**src/rtl/nasti_lite_read_arbiter.sv**
```systemverilog
// Round-robin arbiter sharing one nasti-lite read port (AR/R) among N_MASTER requesters.
// The requester index rides in the top bits of the downstream ID and routes R beats back.
module nasti_lite_read_arbiter #(
  parameter int unsigned N_MASTER        = 2,
  parameter int unsigned ID_WIDTH        = 1,
  parameter int unsigned ADDR_WIDTH      = 8,
  parameter int unsigned DATA_WIDTH      = 32,
  parameter int unsigned MAX_OUTSTANDING = 4,
  localparam int unsigned IDX_BITS       = $clog2(N_MASTER),
  localparam int unsigned MID_WIDTH      = ID_WIDTH + IDX_BITS
) (
  input  logic                           clk,
  input  logic                           rstn,
  input  logic [N_MASTER*ID_WIDTH-1:0]   s_ar_id,
  input  logic [N_MASTER*ADDR_WIDTH-1:0] s_ar_addr,
  input  logic [N_MASTER*3-1:0]          s_ar_prot,
  input  logic [N_MASTER-1:0]            s_ar_valid,
  output logic [N_MASTER-1:0]            s_ar_ready,
  output logic [N_MASTER*ID_WIDTH-1:0]   s_r_id,
  output logic [DATA_WIDTH-1:0]          s_r_data,
  output logic [1:0]                     s_r_resp,
  output logic [N_MASTER-1:0]            s_r_valid,
  input  logic [N_MASTER-1:0]            s_r_ready,
  output logic [MID_WIDTH-1:0]           m_ar_id,
  output logic [ADDR_WIDTH-1:0]          m_ar_addr,
  output logic [2:0]                     m_ar_prot,
  output logic                           m_ar_valid,
  input  logic                           m_ar_ready,
  input  logic [MID_WIDTH-1:0]           m_r_id,
  input  logic [DATA_WIDTH-1:0]          m_r_data,
  input  logic [1:0]                     m_r_resp,
  input  logic                           m_r_valid,
  output logic                           m_r_ready,
  output logic                           r_err
);

  localparam int unsigned CNT_W = $clog2(MAX_OUTSTANDING + 1);

  if (!(DATA_WIDTH == 32 || DATA_WIDTH == 64)) begin : g_bad_data_width
    $fatal(1, "nasti_lite_read_arbiter: DATA_WIDTH must be 32 or 64");
  end
  if (N_MASTER < 2) begin : g_bad_n_master
    $fatal(1, "nasti_lite_read_arbiter: N_MASTER must be at least 2");
  end

  logic [N_MASTER-1:0]   elig_c;
  logic [IDX_BITS-1:0]   sel_c;
  logic                  load_c;
  int unsigned           cand;
  logic [IDX_BITS-1:0]   rr_q, rr_d;
  logic                  m_ar_valid_q, m_ar_valid_d;
  logic [MID_WIDTH-1:0]  m_ar_id_q, m_ar_id_d;
  logic [ADDR_WIDTH-1:0] m_ar_addr_q, m_ar_addr_d;
  logic [2:0]            m_ar_prot_q, m_ar_prot_d;
  logic [CNT_W-1:0]      cnt_q [N_MASTER];
  logic [CNT_W-1:0]      cnt_d [N_MASTER];
  logic                  r_err_q, r_err_d;
  logic [IDX_BITS-1:0]   r_idx_c;
  logic                  r_idx_ok_c;
  logic                  inc_c, dec_c;

  // Round-robin pick: first eligible requester starting at rr_q.
  always_comb begin
    sel_c = '0;
    cand  = 0;
    for (int unsigned i = 0; i < N_MASTER; i++) begin
      elig_c[i] = s_ar_valid[i] && (cnt_q[i] < CNT_W'(MAX_OUTSTANDING));
    end
    for (int k = int'(N_MASTER) - 1; k >= 0; k--) begin
      cand = 32'(rr_q) + 32'(k);
      if (cand >= N_MASTER) cand = cand - N_MASTER;
      if (elig_c[IDX_BITS'(cand)]) sel_c = IDX_BITS'(cand);
    end
    load_c     = rstn && (!m_ar_valid_q || m_ar_ready) && (|elig_c);
    s_ar_ready = load_c ? (N_MASTER'(1) << sel_c) : '0;
  end

  always_comb begin
    m_ar_valid_d = m_ar_valid_q;
    m_ar_id_d    = m_ar_id_q;
    m_ar_addr_d  = m_ar_addr_q;
    m_ar_prot_d  = m_ar_prot_q;
    rr_d         = rr_q;
    if (load_c) begin
      m_ar_valid_d = 1'b1;
      m_ar_id_d    = {sel_c, s_ar_id[sel_c*ID_WIDTH +: ID_WIDTH]};
      m_ar_addr_d  = s_ar_addr[sel_c*ADDR_WIDTH +: ADDR_WIDTH];
      m_ar_prot_d  = s_ar_prot[sel_c*3 +: 3];
      rr_d         = (sel_c == IDX_BITS'(N_MASTER - 1)) ? '0 : sel_c + IDX_BITS'(1);
    end else if (m_ar_ready) begin
      m_ar_valid_d = 1'b0;
    end
  end

  // Zero-latency R routing; beats with an out-of-range index are sunk and flagged.
  always_comb begin
    r_idx_c    = m_r_id[MID_WIDTH-1 -: IDX_BITS];
    r_idx_ok_c = 32'(r_idx_c) < N_MASTER;
    s_r_valid  = '0;
    m_r_ready  = 1'b1;
    if (r_idx_ok_c) begin
      s_r_valid[r_idx_c] = m_r_valid;
      m_r_ready          = s_r_ready[r_idx_c];
    end
    r_err_d = r_err_q || (m_r_valid && !r_idx_ok_c);
  end

  always_comb begin
    inc_c = 1'b0;
    dec_c = 1'b0;
    for (int unsigned i = 0; i < N_MASTER; i++) begin
      cnt_d[i] = cnt_q[i];
      inc_c    = s_ar_ready[i];
      dec_c    = s_r_valid[i] && s_r_ready[i] && (cnt_q[i] != '0);
      if (inc_c && !dec_c)      cnt_d[i] = cnt_q[i] + CNT_W'(1);
      else if (dec_c && !inc_c) cnt_d[i] = cnt_q[i] - CNT_W'(1);
    end
  end

  always_ff @(posedge clk or negedge rstn) begin
    if (!rstn) begin
      rr_q         <= '0;
      m_ar_valid_q <= 1'b0;
      m_ar_id_q    <= '0;
      m_ar_addr_q  <= '0;
      m_ar_prot_q  <= '0;
      r_err_q      <= 1'b0;
      for (int unsigned i = 0; i < N_MASTER; i++) cnt_q[i] <= '0;
    end else begin
      rr_q         <= rr_d;
      m_ar_valid_q <= m_ar_valid_d;
      m_ar_id_q    <= m_ar_id_d;
      m_ar_addr_q  <= m_ar_addr_d;
      m_ar_prot_q  <= m_ar_prot_d;
      r_err_q      <= r_err_d;
      for (int unsigned i = 0; i < N_MASTER; i++) cnt_q[i] <= cnt_d[i];
    end
  end

  assign m_ar_valid = m_ar_valid_q;
  assign m_ar_id    = m_ar_id_q;
  assign m_ar_addr  = m_ar_addr_q;
  assign m_ar_prot  = m_ar_prot_q;
  assign r_err      = r_err_q;
  assign s_r_id     = {N_MASTER{m_r_id[ID_WIDTH-1:0]}};
  assign s_r_data   = m_r_data;
  assign s_r_resp   = m_r_resp;

endmodule
```
**config.mk**
```make
export PLATFORM = sky130hd
export DESIGN_NAME = nasti_lite_read_arbiter
export DESIGN_NICKNAME = d
export VERILOG_FILES = /design/src/rtl/nasti_lite_read_arbiter.sv
export SDC_FILE = /design/constraint.sdc
export NUM_CORES = 1
export LEC_CHECK = 0
export ABC_AREA = 0
export CORE_ASPECT_RATIO = 1.5
export CORE_MARGIN = 2
export CORE_UTILIZATION = 33
export DETAILED_ROUTE_END_ITERATION = 10
export PLACE_DENSITY = 0.87
export SLEW_MARGIN = 0
export SYNTH_ARGS = -nofsm -noshare
export SYNTH_HDL_FRONTEND = slang
export SYNTH_SLANG_ARGS = --single-unit
```
**constraint.sdc**
```tcl
create_clock -name clk -period 3.9 [get_ports clk]
set_input_delay 1.17 -clock clk [delete_from_list [all_inputs] [get_ports clk]]
set_output_delay 1.17 -clock clk [all_outputs]
set_load 0.02 [all_outputs]
```
==> results of run 1 <==
[power by group through the flow]
stage,Combinational (µW),Clock [µW],Sequential [µW]
6_report,540,142,401
5_1_grt,582,160,421
4_1_cts,547,149,402
3_5_place_dp,547,0,406
3_3_place_gp,534,0,399
2_1_floorplan,278,0,476
[synth_stat cells, drive strengths merged]
cell type and instances:
nor3b 1, o31ai 1, nor4 2, xor2 4, o311ai 2, fa 2
conb 1, nor2b 2, a211o 1, a222oi 12, buf 40, and2 1
nand2b 3, o41ai 1, dfrtp 21, xnor2 2, inv 15, and3b 1
ha 2, a21o 1, nor2 2, mux2 3
[area by class of cell]
type                    count  share of cell area
repair buffers             58               0.334
clock inverters             1             0.00298
well taps                  45              0.0335
clock buffers               3              0.0246
multi-input cells          44               0.259
flip-flops and latches     21               0.313
inverters                  15              0.0335
[cells by family after synthesis]
family | count (synthesis) | synth area share
adder cells (fa/ha/maj) | 4 | 0.0494
other | 1 | 0.00285
AO/OA/AOI/OAI | 18 | 0.129
XOR/XNOR | 6 | 0.0399
flip-flops | 21 | 0.399
AND/OR/NAND/NOR | 12 | 0.0826
buffers and inverters | 55 | 0.272
multiplexers | 3 | 0.0256
[placed cells by master, fill, tap and decap left out, types with 2 or more instances in the layout]
master,synthesis,routed
inv_1,15,15
clkbuf_8,0,3
dfrtp_1,21,21
dlygate4sd2_1,0,2
a222oi_1,12,12
xor2_1,4,4
ha_1,2,2
nor4_2,2,2
o311ai_0,2,2
mux2_2,3,3
fa_1,2,2
buf_4,38,7
nor2_1,2,2
xnor2_1,2,2
nand2b_4,2,2
clkdlybuf4s50_1,0,49
[sequential cells by signal (all words and copies together), names as in the netlist]
| register | cells |
|---|---|
| m_ar_addr | 8 |
| cnt_q | 6 |
| m_ar_prot | 3 |
| m_ar_id | 2 |
| m_ar_valid | 1 |
| rr_q | 1 |
[worst min path at each step]
stage,start,endpoint,cells after the start
global route,m_ar_addr[1],m_ar_addr[1],2
CTS,m_ar_prot[0],m_ar_prot[0],2
global placement,m_ar_id[1],m_ar_id[1],1
floorplan,rr_q,rr_q,1
finish,m_ar_prot[0],m_ar_prot[0],2
detailed placement,m_ar_prot[0],m_ar_prot[0],2
[routing by layer]
layer | share of wire | vias to the layer above
li1 | - | 425
met1 | 0.38 | 465
met2 | 0.54 | 37
met3 | 0.060 | 10
met4 | 0.017 | 0
met5 | 0 | -
[worst max-delay path, cell delays in order]
cell and delay, ns:
clkdlybuf4s50_1 0.50, mux2_2 0.34, clkdlybuf4s50_1 0.53
[repair_timing]
| action | 4_1_cts | 5_1_grt |
|---|---|---|
| endpoints found under the hold margin | 0 | 0 |
| endpoints found under the setup margin | 2 | 0 |
| resized for setup | 2 | 0 |
[per-stage QoR]
| step | hold slack [ns] | util | setup TNS, ns | power (µW) |
|---|---|---|---|---|
| after global routing | 0.521 | 0.432 | 0 | 1160 |
| final | 0.493 | 0.432 | 0 | 1080 |
| after global placement | 0.460 | 0.421 | -0.0886 | 933 |
| after floorplan | 0.468 | - | 0 | 754 |
| after CTS | 0.495 | 0.432 | 0 | 1100 |
| after detailed placement | 0.476 | 0.421 | -0.105 | 953 |
==> reports/qor.yml, run 1 <==
grt.total_usage: 0.128
timing.final.ws_setup_ns: 0.191
seq_power_share: 0.371
crit_end: "m_r_ready"
crit_start: "m_r_id[1]"
worst_r2r_path_depth: 9
netlist_area_um2: 1320
ys_types: 26
wl_per_cell_um: 15.4
grt_pass1_wl_um: 4490
n_antenna_cell: 0
cp.required_ns: 2.73
finalCriticalPeriod_ns: 3.71
path_max_fanout: 3
p_clk_frac: 0.131
rsz0062_at_grt: "false"
cts_tree: "yes"
r2r_start: "cnt_q[5]"
nFillCells: 379
hold_class: "flop to flop"
switching_share: 0.370
path_class: "input port to output pin"
port_buffers: 51
antenna_left: 0
combPwrFrac: 0.499
ios: 124
layout.nets: 215
p_switching_uw: 401
yosys.area.top_type: "dfrtp_1"
syn-num-nets: 192
outcome: "finished, final reports clean"
placed_area_um2: 1640
synthCells: 120
die_area_um2: 4520
fin_cells: 187
hold_viol_final: 0
cts_sinks: 21
ys_seq_elements: 21
drc: 0
grt_max_degree: 22
ys_warn_count: 0
ir_drop_mv: 0.270
final_layout_size_suffix_gt1_frac: 0.134
die_h_um: 81.4
place_inst: 183
dp_hpwl_um: 2210
setup_viol: 0
fp-row-count: 28
grt_busiest_layer: "met2"
design.core.area_um2: 3890
rrSetupSlack_ns: 1.61
power_per_cell_area_nw_per_um2: 645
clk_path_buf_depth: 2
synthTopCellsByArea: "dfrtp_1, buf_4, a222oi_1"
met3_usage: 0.0287
drtPass1Iterations: 4
synth_top_area_share: 0.399
avgSynthCellArea_um2: 11.0
start_util: 0.339
p_int_uw: 683
fmax_mhz: 270
clk-insertion-delay-late_ns: 0.25
seq_area_um2: 526
place_congestion: 0.684
area_delta_synth_final_pct: 27.4
multiInputGateArea_um2: 434
maxCapViolCount: 0
avgViaCountPerCell: 5.01
r2r-end: "cnt_q[5]"
grtUsageMet1: 0.128
arrival_ns: 2.54
holdBufCountCts: 0
grt_pass1_vias: 954
grtUsageMet2: 0.252
finClkSkew_ns: 0.00159
clkTransAtPathRegs_ns: 0.08
pre_cts_ws_ns: -0.0695
cts_setup_buffers: 0
drtIter0Drc: 39
die_w_um: 55.6
final-max-slew-violation-count: 0
antenna_found_initial: 0
end_kind: "output pin"
timing.final.crit_share: 0.951
cts_root_buf: "clkbuf_8"
yosysSeqAreaShare: 0.399
vias: 937
grt-ovfl-total: 0
fin_area_um2: 1680
p_leak_uw: 0.000777
wirelength_um: 2890
cts_buffers: 3
worstSetupStartpointType: "input port"
h-tree-depth: 1
No activity file was read; power rests on OpenSTA's default activity.
==> run 2, diff against run 1 <==
Settings changed: SKIP_LAST_GASP set to 1.
==> results of run 2 <==
Final layout, timing and power as in run 1 (identical DEF).
